**src/rtl/vip_matrix_ctrl.sv**
```systemverilog
// vip_matrix_ctrl: raster controller feeding a Bayer matrix generator, with row blanking and a drain row per frame
module vip_matrix_ctrl #(
  parameter int IMG_W = 640,
  parameter int IMG_H = 480,
  parameter int HBLANK = 5,
  parameter logic [1:0] BAYER_PAT = 2'b00
) (
  input  logic        clk,
  input  logic        rst,
  input  logic        i_valid,
  input  logic [7:0]  i_data,
  output logic        i_ready,
  output logic        o_vsync,
  output logic        o_href,
  output logic        o_clken,
  output logic [7:0]  o_data,
  output logic [11:0] o_col,
  output logic [11:0] o_row,
  output logic [1:0]  o_phase,
  output logic        o_busy,
  output logic        o_frame_done
);
  typedef enum logic [2:0] {stIdle, stActive, stHblank, stFlush, stDone} stateT;
  localparam logic [11:0] lastCol = 12'(IMG_W - 1);
  localparam logic [11:0] lastRow = 12'(IMG_H - 1);
  localparam logic [11:0] flushRow = 12'(IMG_H);
  localparam logic [7:0] lastBlank = 8'(HBLANK - 1);
  stateT state, nextState;
  logic [11:0] col, row;
  logic [7:0] blankCnt;
  logic acc, colEnd, rowEnd, blankEnd, flushBeat;
  assign i_ready = !rst && (state == stIdle || state == stActive);
  assign acc = i_valid && i_ready;
  assign colEnd = col == lastCol;
  assign rowEnd = row == lastRow;
  assign blankEnd = blankCnt == lastBlank;
  assign flushBeat = state == stFlush;
  always_comb begin
    nextState = state;
    case (state)
      stIdle, stActive: begin
        if (acc) nextState = stActive;
        if (acc && colEnd) nextState = (HBLANK > 0) ? stHblank : (rowEnd ? stFlush : stActive);
      end
      stHblank: if (blankEnd) nextState = (row == flushRow) ? stFlush : stActive;
      stFlush: if (colEnd) nextState = stDone;
      default: nextState = stIdle;
    endcase
  end
  // row == IMG_H marks the drain row, both for the blank exit and for the flush beats
  always_ff @(posedge clk) begin
    if (rst) begin
      state <= stIdle;
      col <= '0;
      row <= '0;
      blankCnt <= '0;
      o_vsync <= 1'b0;
      o_href <= 1'b0;
      o_clken <= 1'b0;
      o_data <= '0;
      o_col <= '0;
      o_row <= '0;
      o_phase <= '0;
      o_busy <= 1'b0;
      o_frame_done <= 1'b0;
    end else begin
      state <= nextState;
      blankCnt <= (state == stHblank) ? blankCnt + 8'd1 : 8'd0;
      if (acc || flushBeat) col <= colEnd ? 12'd0 : col + 12'd1;
      if (acc && colEnd) row <= rowEnd ? flushRow : row + 12'd1;
      if (flushBeat && colEnd) row <= 12'd0;
      o_clken <= acc || flushBeat;
      o_data <= acc ? i_data : 8'd0;
      o_col <= col;
      o_row <= row;
      o_phase <= {row[0], col[0]} ^ BAYER_PAT;
      o_href <= acc || flushBeat || (state == stActive && o_href);
      o_vsync <= acc || state == stActive || state == stHblank || flushBeat;
      o_busy <= nextState != stIdle || state == stDone;
      o_frame_done <= state == stDone;
    end
  end
endmodule

```
**config.mk**
```make
export PLATFORM = sky130hd
export DESIGN_NAME = vip_matrix_ctrl
export DESIGN_NICKNAME = d
export VERILOG_FILES = /design/src/rtl/vip_matrix_ctrl.sv
export SDC_FILE = /design/constraint.sdc
export NUM_CORES = 1
export LEC_CHECK = 0
export ABC_AREA = 1
export CORE_MARGIN = 2
export CORE_UTILIZATION = 40
export DETAILED_ROUTE_END_ITERATION = 8
export GPL_TIMING_DRIVEN = 0
export RECOVER_POWER = 50
export SKIP_CTS_REPAIR_TIMING = 1
export SKIP_LAST_GASP = 1
export SYNTH_ARGS = -nofsm -noshare
export SYNTH_HDL_FRONTEND = slang
export SYNTH_SLANG_ARGS = --single-unit
```
**constraint.sdc**
```tcl
create_clock -name clk -period 4.1 [get_ports clk]
set_input_delay 0.82 -clock clk [delete_from_list [all_inputs] [get_ports clk]]
set_output_delay 0.82 -clock clk [all_outputs]
set_load 0.05 [all_outputs]
```
==> results.json, run 1 <==
{
  "postRouteAntennaNets": 0,
  "drtPass1Iterations": 4,
  "die_area_um2": 8367,
  "min_path_type": "flop to flop",
  "cp.arrival_ps": 2480,
  "grt_max_degree": 12,
  "synth_fp_nets": 423,
  "post-route-period-util_pct": 80.43,
  "synth_ff_type": "dfxtp_1",
  "ir_drop_uv": 180.4,
  "area_growth_pct": 24.41,
  "synth_top_area_cell": "dfxtp_1",
  "yosysWarnings": 0,
  "synthTopCellsByCount": "nand2_1, dfxtp_1, nor2_1",
  "io_pins": 51,
  "status": "completed",
  "maxSlewHeadroom_pct": 58.15,
  "yosys-top-cells-area": "dfxtp_1, nand2_1, nor2_1",
  "syn_inst": 407,
  "yosysTopAreaCellShare_pct": 47.10,
  "clockRootBuffer": "clkbuf_8",
  "timing.rr.start": "col[0]",
  "grt_setup_unrepaired": "no",
  "fillers": 711,
  "layout.cells.non_filler": 571,
  "top_usage_layer": "met2",
  "cts_made_buffers": 9,
  "end_kind": "primary output",
  "power.density_nw_per_um2": 347.6,
  "grt-ovfl-total": 0,
  "seq_area_um2": 1441,
  "htreeDepth": 3,
  "grt_util_met1_pct": 22.17,
  "pre_cts_ws_ps": 914.1,
  "grt_use_total_pct": 16.42,
  "coreArea_um2": 7331,
  "cp-start-kind": "input port",
  "synth_area_per_cell_um2": 7.519,
  "synth-edff-count": 0,
  "startpoint": "rst",
  "drc": 0,
  "min_from": "blankCnt[7]",
  "cap_viol_max_count": 0,
  "dpl.hpwl_um": 4640,
  "clock-sinks": 72,
  "die_w_um": 91.47,
  "initial_core_util_pct": 41.75,
  "io_buffers": 50,
  "criticalPathCategory": "input port to primary output",
  "tightest_slew_ps": 627.8,
  "layout_setup_ws_ps": 802.3,
  "via_per_inst": 4.616,
  "ys_seq_area_share_pct": 47.10,
  "insertion_delay_ps": 350,
  "drt_wl_total_um": 6433,
  "holdWs_ps": 464.6,
  "clk_pin_slew_worst_paths_ps": 70,
  "synth.most_common_cell": "nand2_1",
  "placed_cells": 556,
  "postLayoutCellArea_um2": 3807,
  "drive_gt1_share_pct": 10.81,
  "syn_area_um2": 3060,
  "antenna_found_initial": 0,
  "clock_path_buffers": 2,
  "fp-row-count": 31,
  "r2r_setup_slack_ps": 2030,
  "required_ps": 3280,
  "finalCriticalPeriod_ps": 3298,
  "finClkSkew_ps": 11.51,
  "max_freq_ghz": 0.3032,
  "tritoncts": "yes",
  "leakage_nw": 1.501,
  "drtIter0Drc": 157,
  "synth_seq_cells": 72,
  "slew_violations": 0,
  "diodes": 0,
  "use_met2_pct": 24.39,
  "grt_pass1_vias": 2419,
  "nNetsFinal": 484,
  "dieHeight_um": 91.47,
  "r2r_end": "row[9]",
  "finalHoldViolCount": 0,
  "path_max_fanout": 3,
  "reg2reg_depth": 8,
  "gp_congestion": 0.8853,
  "setup_violations": 0,
  "multi_input_comb_area_um2": 1289,
  "async_flop_share_pct": 0,
  "vias": 2636,
  "timing.hold.worst_endpoint": "blankCnt[7]",
  "grt_pass1_wl_um": 11060,
  "fin_setup_tns_ps": 0,
  "holdPathStages": 2,
  "dpl_cell_area_um2": 3685,
  "wl_per_cell_um": 11.27,
  "grt_util_met3_pct": 4.730,
  "synthDistinctLibCells": 28
}
area by class of cell:
cell class                 count  area share (%)
inverter                      54           5.324
buffer                        11           1.545
clock buffer                  13           4.699
tap                           99           3.253
timing repair buffer          50           13.14
sequential                    72           37.86
clock inverter                 2          0.3286
multi-input combinational    270           33.85
placed cells by master, fill, tap and decap left out, types with 4 or more instances in the layout:
cell / Yosys / final
a21oi_1: 12 / 18
a21oi_2: 11 / 5
clkbuf_1: 1 / 5
clkbuf_8: 0 / 13
clkdlybuf4s50_1: 0 / 49
dfxtp_1: 72 / 72
ha_1: 5 / 5
inv_1: 43 / 44
inv_2: 11 / 10
nand2_1: 89 / 91
nand2_2: 7 / 6
nand3_1: 29 / 31
nand3_2: 6 / 4
nand4_1: 11 / 11
nor2_1: 71 / 74
nor2_2: 6 / 4
nor3_1: 4 / 5
o21ai_0: 2 / 4
xor2_1: 6 / 6
routing by layer:
metal	vias to the layer above	wire length [um]
met5	-	0
met4	0	81
met3	7	284
met2	56	2694
met1	1185	3373
li1	1388	-
cells by family (layout without fill, tap and decap cells):
family / count (synthesis) / in the layout / share of synthesized area, %
simple gates: 230 / 230 / 34.14
flops: 72 / 72 / 47.10
buf+inv: 65 / 130 / 8.830
compound gates: 29 / 29 / 6.173
xor+xnor: 6 / 6 / 1.717
fa+ha+maj: 5 / 5 / 2.044
per-stage QoR:
step	power, mW	utilization (%)
final	1.324	51.94
after global routing	1.377	51.94
after CTS	1.343	52.88
after detailed placement	0.8105	50.26
after global placement	0.8101	50.26
after floorplan	0.7778	-
worst max-delay path, stage by stage:
cell             delay, ps
dlygate4sd3_1          580
nor2_1                 140
nand2_1                 70
inv_1                   70
clkdlybuf4s50_1        790
where the power goes:
| part | switching [mW] | leakage [nW] | internal, mW |
|---|---|---|---|
| sequential | 0.00388 | 0.582 | 0.707 |
| combinational | 0.0526 | 0.822 | 0.0275 |
| clock | 0.251 | 0.0975 | 0.282 |
registers in the layout, summed over array words and instances (netlist names), 3 cells and up:
name and flops:
col 12, o_col 12, o_row 12, row 12
blankCnt 8, o_data 8, state 3
how the worst max path moves through the flow:
| stage | end | slack, ps | cells after the start |
|---|---|---|---|
| 2_1_floorplan | i_ready | 2000 | 3 |
| 3_3_place_gp | i_ready | 920 | 5 |
| 3_5_place_dp | i_ready | 910 | 5 |
| 4_1_cts | i_ready | 920 | 5 |
| 5_1_grt | i_ready | 730 | 5 |
| 6_report | i_ready | 800 | 5 |
(Power assumes the default switching activity.)
==> run 2, diff against run 1 <==
- PLACE_DENSITY: default -> 0.65
- clock period: 4.1 -> 2.9 ns (I/O delays scaled with it)
==> run 2 against run 1 <==
Final area grew 0.13%. Setup slack worse by 550 ps. Cell count shrank 0.18%. Critical path depth unchanged.
==> results.json, run 2 (synthesis results as in run 1) <==
{
  "drtPass1Iterations": 4,
  "status": "completed",
  "fillers": 734,
  "critPathBufInv": 3,
  "coreArea_um2": 7331,
  "finClkSkew_ps": 5.056,
  "path_max_fanout": 3,
  "gp_congestion": 0.8829,
  "dpl.hpwl_um": 4569,
  "end_kind": "primary output",
  "final_common_cell": "nand2_1",
  "ir_drop_uv": 278.6,
  "min_from": "col[1]",
  "tightest_slew_ps": 516.4,
  "clock-sinks": 72,
  "max_freq_ghz": 0.3779,
  "vias": 2654,
  "drc": 0,
  "slowest_stage": "clkdlybuf4s50_1",
  "wl_per_cell_um": 11.21,
  "initial_core_util_pct": 41.75,
  "slowest_delay_ps": 790,
  "io_buffers": 50,
  "finalCriticalPeriod_ps": 2646,
  "holdPathStages": 2,
  "cp_top_family": "buffers and inverters",
  "layout.cells.non_filler": 570,
  "diodes": 0,
  "totalPowerFinal_mw": 1.829,
  "drive_gt1_share_pct": 10.62,
  "via_per_inst": 4.656,
  "path_cells": "clkdlybuf4s50_1 -> nor2_1 -> nand2_1 -> inv_1 -> clkdlybuf4s50_1",
  "grt_setup_unrepaired": "no",
  "htreeDepth": 3,
  "cap_viol_max_count": 0,
  "grt-ovfl-total": 0,
  "grt_max_degree": 11,
  "power.density_nw_per_um2": 479.6,
  "post-route-period-util_pct": 91.25,
  "clockRootBuffer": "clkbuf_8",
  "fp-row-count": 31,
  "grt_use_total_pct": 16.64,
  "setup_violations": 0,
  "drt_wl_total_um": 6389,
  "layout_common_cells": "nand2_1, nor2_1, dfxtp_1",
  "postRouteAntennaNets": 0,
  "fin_setup_tns_ps": 0,
  "crit_cells": 5,
  "final_core_util_pct": 52.01,
  "reg2reg_depth": 6,
  "seq_area_um2": 1441,
  "criticalPathCategory": "input port to primary output",
  "insertion_delay_ps": 340,
  "io_pins": 51,
  "grt_pass1_vias": 2463,
  "tritoncts": "yes",
  "die_area_um2": 8367,
  "timing.rr.start": "state[1]",
  "grt_pass1_wl_um": 11300,
  "die_w_um": 91.47,
  "cts_made_buffers": 9,
  "clk_pin_slew_worst_paths_ps": 70,
  "cp.arrival_ps": 2070,
  "finalHoldViolCount": 0,
  "clock_path_buffers": 2,
  "min_path_type": "flop to flop",
  "area_growth_pct": 24.57,
  "crit_top_cell": "clkdlybuf4s50_1",
  "required_ps": 2320,
  "maxSlewHeadroom_pct": 65.47,
  "cp-start-kind": "input port",
  "leakage_nw": 1.492,
  "drtIter0Drc": 107,
  "slew_violations": 0,
  "dieHeight_um": 91.47,
  "multi_input_comb_area_um2": 1306,
  "antenna_found_initial": 0,
  "startpoint": "rst",
  "placed_cells": 556,
  "nNetsFinal": 484
}
## run 2: changes by cell type in the layout (fill, tap and decap cells not counted), sizes merged
cell and change:
dlygate4sd3 -1, clkinvlp -1, clkbuf +1, inv -1, clkdlybuf4s50 +1
## run 2: metrics by stage
stage / hold slack (ps) / worst slack (ps) / area, um^2
after global placement: 443.6 / 248.5 / 3685
after detailed placement: 450.1 / 254.9 / 3685
after global routing: 486.1 / 199.8 / 3812
after CTS: 465.5 / 249.3 / 3857
after floorplan: 429.7 / 1284 / 3060
final: 464.7 / 253.7 / 3812
## run 2: final cells by class
type	count	area share, %
Buffer	11	1.707
Clock buffer	14	4.529
Inverter	54	5.317
Multi-Input combinational cell	270	34.26
Sequential cell	72	37.81
Tap cell	99	3.249
Timing Repair Buffer	50	13.13
## run 2: path summary, 6_finish.rpt
path                            endpoint  slack, ps
worst max-delay path             i_ready        250
worst min-delay path            o_col[1]        460
worst max register to register    o_busy       1130
worst min register to register  o_col[1]        460
## run 2: worst min-delay path, delay by kind of cell, from the launching register on
kind                   cells  cell delay (ps)
DFF                        1              330
buffers and inverters      1               50
and+or+nand+nor            1               40
## run 2: metal layers
metal	share of wire, %	up-vias	global-route usage, %
met4	1.7	0	7.323
met3	4.1	10	3.485
li1	-	1393	-
met2	43	55	25.67
met1	51	1196	22.34
met5	0	-	0
## run 2: report_power, final
| group | switching (mW) | total, mW | internal, mW |
|---|---|---|---|
| logic | 0.0744 | 0.114 | 0.0392 |
| clock network | 0.337 | 0.709 | 0.372 |
| registers | 0.00563 | 1.01 | 1.00 |
==> run 3, diff against run 2 <==
- CTS_CLUSTER_DIAMETER: default -> 120
- SLEW_MARGIN: default -> 20
==> results of run 3 <==
Final layout, timing and power as in run 2 (identical DEF).
